$ cat config.mk
export PLATFORM = sky130hd
export DESIGN_NAME = seg_scan
export DESIGN_NICKNAME = d
export VERILOG_FILES = /design/src/rtl/watch_pkg.sv /design/src/rtl/seg_scan.sv
export SDC_FILE = /design/constraint.sdc
export NUM_CORES = 1
export LEC_CHECK = 0
export ABC_CLOCK_PERIOD_IN_PS = 1700
export CORE_MARGIN = 10
export CORE_UTILIZATION = 49
export DETAILED_ROUTE_END_ITERATION = 10
export PLACE_DENSITY = 0.88
export SETUP_SLACK_MARGIN = 0.1
export SLEW_MARGIN = 5
export SYNTH_ARGS = -nofsm -noshare
export SYNTH_HDL_FRONTEND = slang
export SYNTH_SLANG_ARGS = --single-unit
$ cat constraint.sdc
create_clock -name clk -period 1.7 [get_ports clk]
set_input_delay 0.34 -clock clk [delete_from_list [all_inputs] [get_ports clk]]
set_output_delay 0.34 -clock clk [all_outputs]
set_load 0.02 [all_outputs]
$ cat src/rtl/watch_pkg.sv
// Shared definitions for the multiplexed seven-segment scanner: FSM states,
// segment bit positions inside a digit byte, and a width helper.
package watch_pkg;

  typedef enum logic [1:0] {
    ST_IDLE  = 2'd0,
    ST_BLANK = 2'd1,
    ST_SHOW  = 2'd2
  } scan_state_t;

  // Bit positions inside one digit byte {a,b,c,d,e,f,g,dp}
  localparam int SEG_A  = 7;
  localparam int SEG_B  = 6;
  localparam int SEG_C  = 5;
  localparam int SEG_D  = 4;
  localparam int SEG_E  = 3;
  localparam int SEG_F  = 2;
  localparam int SEG_G  = 1;
  localparam int SEG_DP = 0;

  function automatic int unsigned idx_width(input int unsigned n);
    return (n > 1) ? $clog2(n) : 1;
  endfunction

endpackage

$ cat src/rtl/seg_scan.sv
// Time-multiplexed seven-segment scanner: each digit slot starts with a short
// all-off gap, then lights one digit; new data is swapped in only at frame start.
module seg_scan
  import watch_pkg::*;
#(
  parameter int NUM_DIGITS   = 6,
  parameter int PRESCALE     = 1000,
  parameter int BLANK_CYCLES = 16
) (
  input  logic                    clk,
  input  logic                    rst,
  input  logic                    en,
  input  logic                    load,
  input  logic [8*NUM_DIGITS-1:0] seg_data,
  output logic [7:0]              seg_out,
  output logic [NUM_DIGITS-1:0]   digit_sel,
  output logic                    frame_done
);

  localparam int CNT_W = idx_width(PRESCALE);
  localparam int IDX_W = idx_width(NUM_DIGITS);

  localparam logic [CNT_W-1:0] CNT_BLANK_LAST = CNT_W'(BLANK_CYCLES - 1);
  localparam logic [CNT_W-1:0] CNT_SLOT_LAST  = CNT_W'(PRESCALE - 1);
  localparam logic [IDX_W-1:0] IDX_LAST       = IDX_W'(NUM_DIGITS - 1);

  scan_state_t             r_state;
  logic [IDX_W-1:0]        r_idx;
  logic [CNT_W-1:0]        r_cnt;
  logic [8*NUM_DIGITS-1:0] r_pending;
  logic [8*NUM_DIGITS-1:0] r_shadow;

  scan_state_t             w_state_next;
  logic [IDX_W-1:0]        w_idx_next;
  logic [CNT_W-1:0]        w_cnt_next;
  logic                    w_xfer;

  always_ff @(posedge clk) begin
    if (rst) begin
      r_state   <= ST_IDLE;
      r_idx     <= '0;
      r_cnt     <= '0;
      r_pending <= '0;
      r_shadow  <= '0;
    end else begin
      r_state <= w_state_next;
      r_idx   <= w_idx_next;
      r_cnt   <= w_cnt_next;
      // Shadow samples pending before this edge's load lands in pending
      if (w_xfer) r_shadow  <= r_pending;
      if (load)   r_pending <= seg_data;
    end
  end

  always_comb begin
    w_state_next = r_state;
    w_idx_next   = r_idx;
    w_cnt_next   = r_cnt;
    w_xfer       = 1'b0;
    case (r_state)
      ST_IDLE: begin
        if (en) begin
          w_state_next = ST_BLANK;
          w_idx_next   = '0;
          w_cnt_next   = '0;
          w_xfer       = 1'b1;
        end
      end
      ST_BLANK: begin
        if (!en) begin
          w_state_next = ST_IDLE;
          w_idx_next   = '0;
          w_cnt_next   = '0;
        end else begin
          w_cnt_next = r_cnt + 1'b1;
          if (r_cnt == CNT_BLANK_LAST) w_state_next = ST_SHOW;
        end
      end
      ST_SHOW: begin
        if (!en) begin
          w_state_next = ST_IDLE;
          w_idx_next   = '0;
          w_cnt_next   = '0;
        end else if (r_cnt == CNT_SLOT_LAST) begin
          w_state_next = ST_BLANK;
          w_cnt_next   = '0;
          if (r_idx == IDX_LAST) begin
            w_idx_next = '0;
            w_xfer     = 1'b1;
          end else begin
            w_idx_next = r_idx + 1'b1;
          end
        end else begin
          w_cnt_next = r_cnt + 1'b1;
        end
      end
      default: begin
        w_state_next = ST_IDLE;
        w_idx_next   = '0;
        w_cnt_next   = '0;
      end
    endcase
  end

  // Outputs decode registered state only, so select and data move together
  logic [NUM_DIGITS-1:0] w_lit;
  logic [7:0]            w_masked [NUM_DIGITS];
  logic [7:0]            w_seg;

  for (genvar gi = 0; gi < NUM_DIGITS; gi++) begin : g_digit
    assign w_lit[gi]    = (r_state == ST_SHOW) && (r_idx == IDX_W'(gi));
    assign w_masked[gi] = r_shadow[8*gi +: 8] & {8{w_lit[gi]}};
  end

  always_comb begin
    w_seg = '0;
    for (int k = 0; k < NUM_DIGITS; k++) w_seg = w_seg | w_masked[k];
  end

  assign seg_out    = w_seg;
  assign digit_sel  = w_lit;
  assign frame_done = (r_state == ST_SHOW) && (r_idx == IDX_LAST) &&
                      (r_cnt == CNT_SLOT_LAST);

endmodule

# After elaboration in Yosys (flattened, before gate mapping)
# Index checks and enable logic that the tools add are counted.
[totals]
ff_bits = 111
in_bits = 52
output_inout_bits = 15
wordCells = 64
[classes]
addsub = 2
eq_ne = 13
muxes = 22
bitwise_logic = 11
n_reduce_logical = 11
[op_table]
columns = ["cell", "count"]
rows = [
  ["bitwise AND 8 bit", 6],
  ["two-way mux 10 bit", 4],
  ["OR 8 bit", 5],
  ["case mux 10 bit (3 select lines)", 1],
  ["two-way mux 3 bit", 5],
  ["adder 10 x 1 -> 10 bit, second input constant", 1],
  ["equality test 10 bit, second input constant", 1],
  ["equality test 10 x 4 -> 1 bit, second input constant", 1],
  ["two-way mux 2 bit", 5],
  ["case mux 3 bit (3 select lines)", 1],
  ["logical AND 1 bit", 7],
  ["equality test 3 x 2 -> 1 bit, second input constant", 2],
  ["equality test 3 bit, second input constant", 2],
  ["inequality test 3 bit, second input constant", 2],
  ["case mux 2 bit (3 select lines)", 1],
  ["AND reduction 3 bit", 2],
  ["two-way mux 1 bit", 4],
  ["inequality test 2 bit, second input constant", 2],
  ["adder 3 x 1 -> 3 bit, second input constant", 1],
  ["equality test 3 x 1 -> 1 bit, second input constant", 1],
  ["zero test 3 bit", 1],
  ["equality test 2 x 1 -> 1 bit, second input constant", 1],
  ["equality test 2 bit, second input constant", 1],
  ["zero test 2 bit", 1],
  ["case mux 1 bit (2 select lines)", 1],
]

# Longest topological paths before layout
# Gate-level depths: netlist of run 1.
[logic_depth]
word_depth = 8
depth_mapped = 9
depth_no_buf = 6

# Least setup slack after synthesis of run 1
# Ideal clock, no wire load.
[synth_timing]
path_type = "reg2out"
start = "reg r_state[0]"
end = "out seg_out[0]"
t_arrival_ns = 1.738
required_ns = 1.360
slack_ns = -0.378
path_stages_with_launch = 8
n_path_buf = 1
cell_sequence = "dfxtp_1 > inv_1 > ha_1 > buf_2 > nand2b_1 > nor2_1 > a22oi_1 > nand3_1"
[synth_between]
elab_chain_cells = 8
elab_cells_between_ends = 18
[synth_rtl]
columns = ["item", "line_no", "text"]
rows = [
  ["from (decl)", "seg_scan.sv:27", "scan_state_t r_state;"],
  ["from (signal assigned)", "seg_scan.sv:46", "r_state <= w_state_next;"],
  ["equality test 2 bit", "seg_scan.sv:111", "assign w_lit[gi] = (r_state == ST_SHOW) && (r_idx == IDX_W'(gi));"],
  ["logical AND 1 bit", "seg_scan.sv:111", ""],
  ["net digit_sel[1]", "seg_scan.sv:16", "output logic [NUM_DIGITS-1:0] digit_sel,"],
  ["bitwise AND 8 bit", "seg_scan.sv:112", "assign w_masked[gi] = r_shadow[8*gi +: 8] & {8{w_lit[gi]}};"],
  ["OR 8 bit (5 in a row)", "seg_scan.sv:117", "for (int k = 0; k < NUM_DIGITS; k++) w_seg = w_seg | w_masked[k];"],
  ["to (decl)", "seg_scan.sv:15", "output logic [7:0] seg_out,"],
]
# The timed path passes the listed nets, and every way through them passes these cells.

# Final worst setup path of run 1
[layout_timing]
start = "reg r_state[0]"
end = "out seg_out[1]"
[layout_between]
elab_chain_cells = 8
elab_cells_between_ends = 18
[layout_rtl]
columns = ["item", "line_no"]
rows = [
  ["equality test 2 bit (*)", "seg_scan.sv:111"],
  ["logical AND 1 bit", "seg_scan.sv:111"],
  ["bitwise AND 8 bit", "seg_scan.sv:112"],
  ["OR 8 bit (4 in a row)", "seg_scan.sv:117"],
  ["OR 8 bit (*)", "seg_scan.sv:117"],
]
# Every way passes the cells marked *; elsewhere a longest branch is shown, timed or not.

==> impl_metrics.tcl, run 1 <==
set metrics [dict create \
    synth.area.mux_share 0.104 \
    cts_tree "done" \
    num_antenna_cells 0 \
    h-tree-depth 3 \
    dpl_cell_area_mm2 0.00599 \
    coreArea_mm2 0.00933 \
    slowest_delay_ns 0.36 \
    fmax_mhz 445 \
    r2r_setup_slack_ns -0.55 \
    cts_sinks 111 \
    power_per_cell_area_mw_per_mm2 941 \
    cp.required_ns 1.36 \
    synthesis.nets 602 \
    fin_crit_sh 1.32 \
    routabilityCongestion 0.888 \
    vdd_drop_max_mv 0.485 \
    grt_pass1_wl_um 24600 \
    synth-adder-area-share 0.0159 \
    clkTransAtPathRegs_ns 0.11 \
    setup_slack_ns -0.545 \
    ys_ff_latch 111 \
    drc 0 \
    synth_top_family_by_area "simple AND/OR/NAND/NOR gates" \
    num-nets-final 730 \
    worst_r2r_endpoint "r_shadow[13]" \
    wl_um 18200 \
    grt_pass1_vias 4696 \
    critPathBufInv 3 \
    cp_slowest_cell "dfxtp_2" \
    p_leak_nw 2.80 \
    row_count 35 \
    arrival_ns 1.91 \
    path_class "flop to primary output" \
    status "finished with violations" \
    violations "negative setup slack" \
    synthCells 544 \
    finalMaxSlewViolations 0 \
    cp_cell_sequence "inv_2 > ha_4 > and4b_2 > buf_12 > a22oi_2 > nand3_2 > buf_6" \
    fin_skew_ns 0.0144 \
    synth_xor_area_frac 0.00556 \
    clock_latency_ns 0.37 \
    vias 4937 \
    worst_r2r_path_depth 12 \
    syn-cell-area_mm2 0.00473 \
    startpoint_type "flop" \
    first_pass_iters 7 \
    grt_max_degree 61 \
    cts_buffer_depth 2 \
    antenna_found_initial 0 \
    hold_viol 0 \
    tightestPinTransition_ns 0.712 \
    synthSimpleGateAreaFrac 0.196 \
    start_util 0.507 \
    syn_area_per_cell_um2 8.69 \
    critical_path.max_fanout 10 \
    slew_headroom 0.525 \
    yosysWarningCount 0 \
    fin_area_mm2 0.00721 \
    clock-root-buffer "clkbuf_8" \
    wire_per_inst_um 22.6 \
    min_path_type "input port to flop" \
    synth.distinct_cells 45 \
    viasPerCell 6.13 \
    cp-end-kind "primary output" \
    cp-endpoint "seg_out[1]" \
    setup_viol 78 \
    pin_count 67 \
    cts-buffers-inserted 9 \
    synth_compound_area_frac 0.156 \
    grtUsageTotal 0.213 \
    fp.dieW_um 118 \
    die_h_um 118 \
    r2r-start "r_state[0]" \
    ant_nets 0 \
    overflow 0 \
    areaGrowthSynthToFinish_pct 52.5 \
    rsz0062_at_grt "true" \
    drt_iter0_drc 520 \
    drive_gt1_frac 0.368 \
    startpoint "r_state[0]" \
    min_period_ns 2.25 \
    final_util 0.773 \
    die_area_mm2 0.0140 \
    port_buffers 66 \
    drv_cap 0 \
    hpwl_um 9480 \
    crit_family "simple AND/OR/NAND/NOR gates" \
    crit_cells 7 \
    yosysSeqAreaShare 0.470 \
]
area by class of cell:
class,instances,area [um2]
clock buffers,9,124
clock inverters,6,80.1
fillers,539,2120
inverters,11,43.8
multi-input cells,381,2850
flip-flops and latches,111,2240
well taps,129,161
repair buffers,158,1710
sequential cells by signal, indices dropped and copies added, names as in the netlist:
name	flops
r_state	2
r_shadow	48
r_pending	48
r_idx	3
r_cnt	10
placed cells by master, fill, tap and decap left out, types with 3 or more instances in the layout:
| cell type | count |
|---|---|
| a22oi_1 | 6 |
| inv_2 | 3 |
| dfxtp_1 | 104 |
| buf_2 | 3 |
| nor2_1 | 54 |
| inv_1 | 7 |
| buf_12 | 9 |
| a22oi_2 | 21 |
| buf_4 | 48 |
| and3_1 | 3 |
| nor3_4 | 3 |
| and2_4 | 3 |
| o211ai_1 | 3 |
| buf_6 | 41 |
| clkbuf_8 | 9 |
| a21oi_2 | 32 |
| nand4_1 | 4 |
| clkdlybuf4s50_1 | 49 |
| ha_4 | 3 |
| nand2_1 | 96 |
| nand3_1 | 4 |
| nand3_2 | 8 |
| buf_16 | 5 |
| a21oi_1 | 20 |
| nand2_2 | 11 |
| o2111ai_1 | 3 |
| mux2i_1 | 48 |
| nand2b_4 | 3 |
| o2111ai_2 | 6 |
| dfxtp_2 | 5 |
| nor2_4 | 3 |
| o21ai_1 | 5 |
repair_timing:
action                                  4_1_cts  5_1_grt
pin swaps                                    26       50
hold buffers                                  0        0
buffers inserted                             18       13
endpoints found under the setup margin       76       78
gates resized for setup                     155       80
cloned                                        6        2
metal layers:
metal  up-vias  global-route usage  share of wire
li1       2138                   -              -
met1      2391               0.247           0.37
met2       311               0.381           0.50
met3        97              0.0424          0.073
met4         0              0.0773          0.052
met5         -                   0              0
where the power goes:
part	leakage (nW)	total, mW	switching (mW)	internal, mW
logic	1.79	2.24	1.06	1.18
registers	0.911	2.88	0.130	2.75
clock network	0.0991	1.66	0.956	0.700
total	2.80	6.78	2.15	4.64
stage by stage:
stage / instances / power, mW / hold slack (ns) / setup slack [ns] / TNS, ns
floorplan: 544 / 3.60 / 0.431 / -0.0822 / -0.527
CTS: 790 / 6.23 / 0.231 / -0.428 / -17.15
finish: 805 / 6.78 / 0.263 / -0.545 / -28.49
detailed placement: 754 / 4.08 / 0.449 / -0.487 / -22.50
global route: 805 / 6.97 / 0.278 / -0.604 / -31.34
global placement: 754 / 4.02 / 0.441 / -0.423 / -20.45
Yosys cell counts (all sizes together):
master     n  area share
nor2b      1      0.0013
xor2       2      0.0037
nand4      4      0.0053
and2b      1      0.0016
and4b      2      0.0042
nand3b     1      0.0016
mux2i     49        0.10
a41o       1      0.0021
o21bai     1      0.0016
inv       11      0.0087
nor4       2      0.0026
and3b      2      0.0037
clkbuf    21       0.017
o2bb2ai    1      0.0019
a31oi      2      0.0071
nor4b      1      0.0019
and2       6      0.0079
o41ai      1      0.0019
buf       20       0.026
a22oi     27       0.043
o31a       1      0.0019
a31o       1      0.0019
and4       1      0.0019
or2        1      0.0013
and3       3      0.0040
o2111ai   10       0.019
nand2    107       0.085
ha         6       0.016
nand3     12       0.013
nor2      57       0.045
o211ai     3      0.0048
a21oi     53       0.056
dfxtp    111        0.47
o22ai      1      0.0013
or4        2      0.0032
o21ai      7      0.0074
nor3       4      0.0074
xnor2      1      0.0019
nand2b     4      0.0053
a41oi      3      0.0072
logic make-up (layout without fill, tap and decap cells):
logic type	Yosys count	count (layout)
and+or+nand+nor	211	211
adders and majority gates	6	6
xor gates and xnor gates	3	3
buffers and inverters	52	184
AOI/OAI and AO/OA	112	112
DFF	111	111
muxes	49	49
worst min-delay path by stage:
stage	startpoint	to	slack (ns)	cells past startpoint
after global placement	r_pending[13]	r_shadow[13]	0.44	2
after detailed placement	r_pending[15]	r_shadow[15]	0.45	2
after floorplan	r_pending[10]	r_shadow[10]	0.43	2
after CTS	rst	r_cnt[0]	0.23	2
final	rst	r_cnt[0]	0.26	2
after global routing	rst	r_cnt[0]	0.28	2
Power figures use the tool's default switching activity.
==> run 2: changes to the inputs <==
--- a/config.mk
+++ b/config.mk
@@ -6,8 +6,10 @@
 export NUM_CORES = 1
 export LEC_CHECK = 0
 export ABC_CLOCK_PERIOD_IN_PS = 1700
+export CORE_ASPECT_RATIO = 0.9
 export CORE_MARGIN = 10
 export CORE_UTILIZATION = 49
+export CTS_CLUSTER_SIZE = 8
 export DETAILED_ROUTE_END_ITERATION = 10
 export PLACE_DENSITY = 0.88
 export SETUP_SLACK_MARGIN = 0.1
==> impl_metrics.tcl, run 2 (synthesized netlist as in run 1, its figures left out) <==
set metrics [dict create \
    grtUsageTotal 0.240 \
    layout_common_cells "105 x dfxtp_1, 66 x nand2_1, 55 x nor2_1" \
    h-tree-depth 3 \
    grt_pass1_wl_um 26500 \
    grt_pass1_vias 4960 \
    grt_max_degree 71 \
    ant_nets 0 \
    hold_viol 0 \
    viasPerCell 6.48 \
    hpwl_um 9520 \
    num_antenna_cells 0 \
    cp.required_ns 1.36 \
    routabilityCongestion 0.850 \
    areaGrowthSynthToFinish_pct 51.9 \
    overflow 0 \
    clock_latency_ns 0.40 \
    cts_buffer_depth 2 \
    antenna_found_initial 0 \
    total_power_mw 6.71 \
    drt_iter0_drc 514 \
    power_per_cell_area_mw_per_mm2 935 \
    drv_cap 0 \
    path_class "flop to primary output" \
    fin_crit_sh 1.31 \
    fin_skew_ns 0.0217 \
    cp-end-kind "primary output" \
    clock-root-buffer "clkbuf_8" \
    status "finished with violations" \
    coreArea_mm2 0.00925 \
    setup_viol 67 \
    min_period_ns 2.23 \
    arrival_ns 1.89 \
    die_h_um 113 \
    fin_hold_ws_ns 0.369 \
    cts_hold_buf 0 \
    vias 5072 \
    wire_per_inst_um 25.4 \
    pin_count 67 \
    cts-buffers-inserted 9 \
    port_buffers 66 \
    startpoint_type "flop" \
    min_path_type "input port to flop" \
    num-nets-final 714 \
    fp.dieW_um 124 \
    cts_sinks 111 \
    final_common_cell "dfxtp_1" \
    wl_um 19900 \
    fmax_mhz 448 \
    drc 0 \
    final_util 0.776 \
    critical_path.max_fanout 5 \
    rsz0062_at_grt "true" \
    start_util 0.511 \
    top_regs "r_pending: 48 flops, r_shadow: 48 flops, r_cnt: 10 flops" \
    clkTransAtPathRegs_ns 0.11 \
    slew_headroom 0.416 \
    violations "negative setup slack" \
    die_area_mm2 0.0140 \
    setup_slack_ns -0.532 \
    drive_gt1_frac 0.392 \
    tightestPinTransition_ns 0.876 \
    p_leak_nw 2.77 \
    first_pass_iters 7 \
    vdd_drop_max_mv 0.706 \
    finalMaxSlewViolations 0 \
    cts_tree "done" \
    row_count 33 \
]
==> run 2: what timing repair did <==
item / 4_1_cts / 5_1_grt
gates resized for setup: 160 / 94
cloned: 7 / 2
setup buffers: 10 / 4
endpoints found under the setup margin: 72 / 73
pin swaps: 26 / 27
endpoints found under the hold margin: 0 / 0
==> run 2: final cells by class <==
class | count | area [um2]
flip-flops and latches | 111 | 2230
inverters | 11 | 41.3
repair buffers | 142 | 1660
fillers | 488 | 2070
multi-input cells | 381 | 2900
clock inverters | 6 | 52.6
clock buffers | 10 | 138
well taps | 122 | 153
==> run 2: path summary, 6_finish.rpt <==
check | slack, ns | cells after the start | to | startpoint
setup / recovery | -0.53 | 7 | seg_out[0] | r_idx[2]
hold / removal | 0.37 | 4 | r_cnt[3] | rst
setup reg to reg | -0.44 | 11 | r_shadow[34] | r_state[0]
hold reg to reg | 0.47 | 2 | r_shadow[18] | r_pending[18]
==> run 2: critical path, stage by stage, from the launching register on <==
cell and delay, ns:
dfxtp_1 0.40, inv_1 0.12, ha_4 0.18, and2_4 0.16, buf_12 0.14, a22oi_1 0.22, nand3_2 0.10, buf_2 0.17
==> run 2: where the power goes <==
part           internal [mW]  total, mW  switching [mW]
Sequential              2.75       2.91           0.153
Clock                  0.597       1.63            1.03
Combinational           1.09       2.18            1.08
==> run 2: through the flow <==
step	setup slack (ns)	cell area (um2)	std cells	setup TNS, ns
6_report	-0.532	7180	783	-20.40
5_1_grt	-0.559	7180	783	-21.98
4_1_cts	-0.415	6740	777	-12.79
3_5_place_dp	-0.475	5980	744	-25.76
3_3_place_gp	-0.397	5980	744	-21.78
2_1_floorplan	-0.0822	4900	544	-0.527
==> run 2: per-layer routing <==
layer | vias up | global-route usage | routed length [um] | part of all wire
li1 | 2109 | - | - | -
met1 | 2369 | 0.272 | 7050 | 0.36
met2 | 444 | 0.400 | 9270 | 0.47
met3 | 150 | 0.0601 | 1910 | 0.096
met4 | 0 | 0.140 | 1630 | 0.082
met5 | - | 0 | 0 | 0
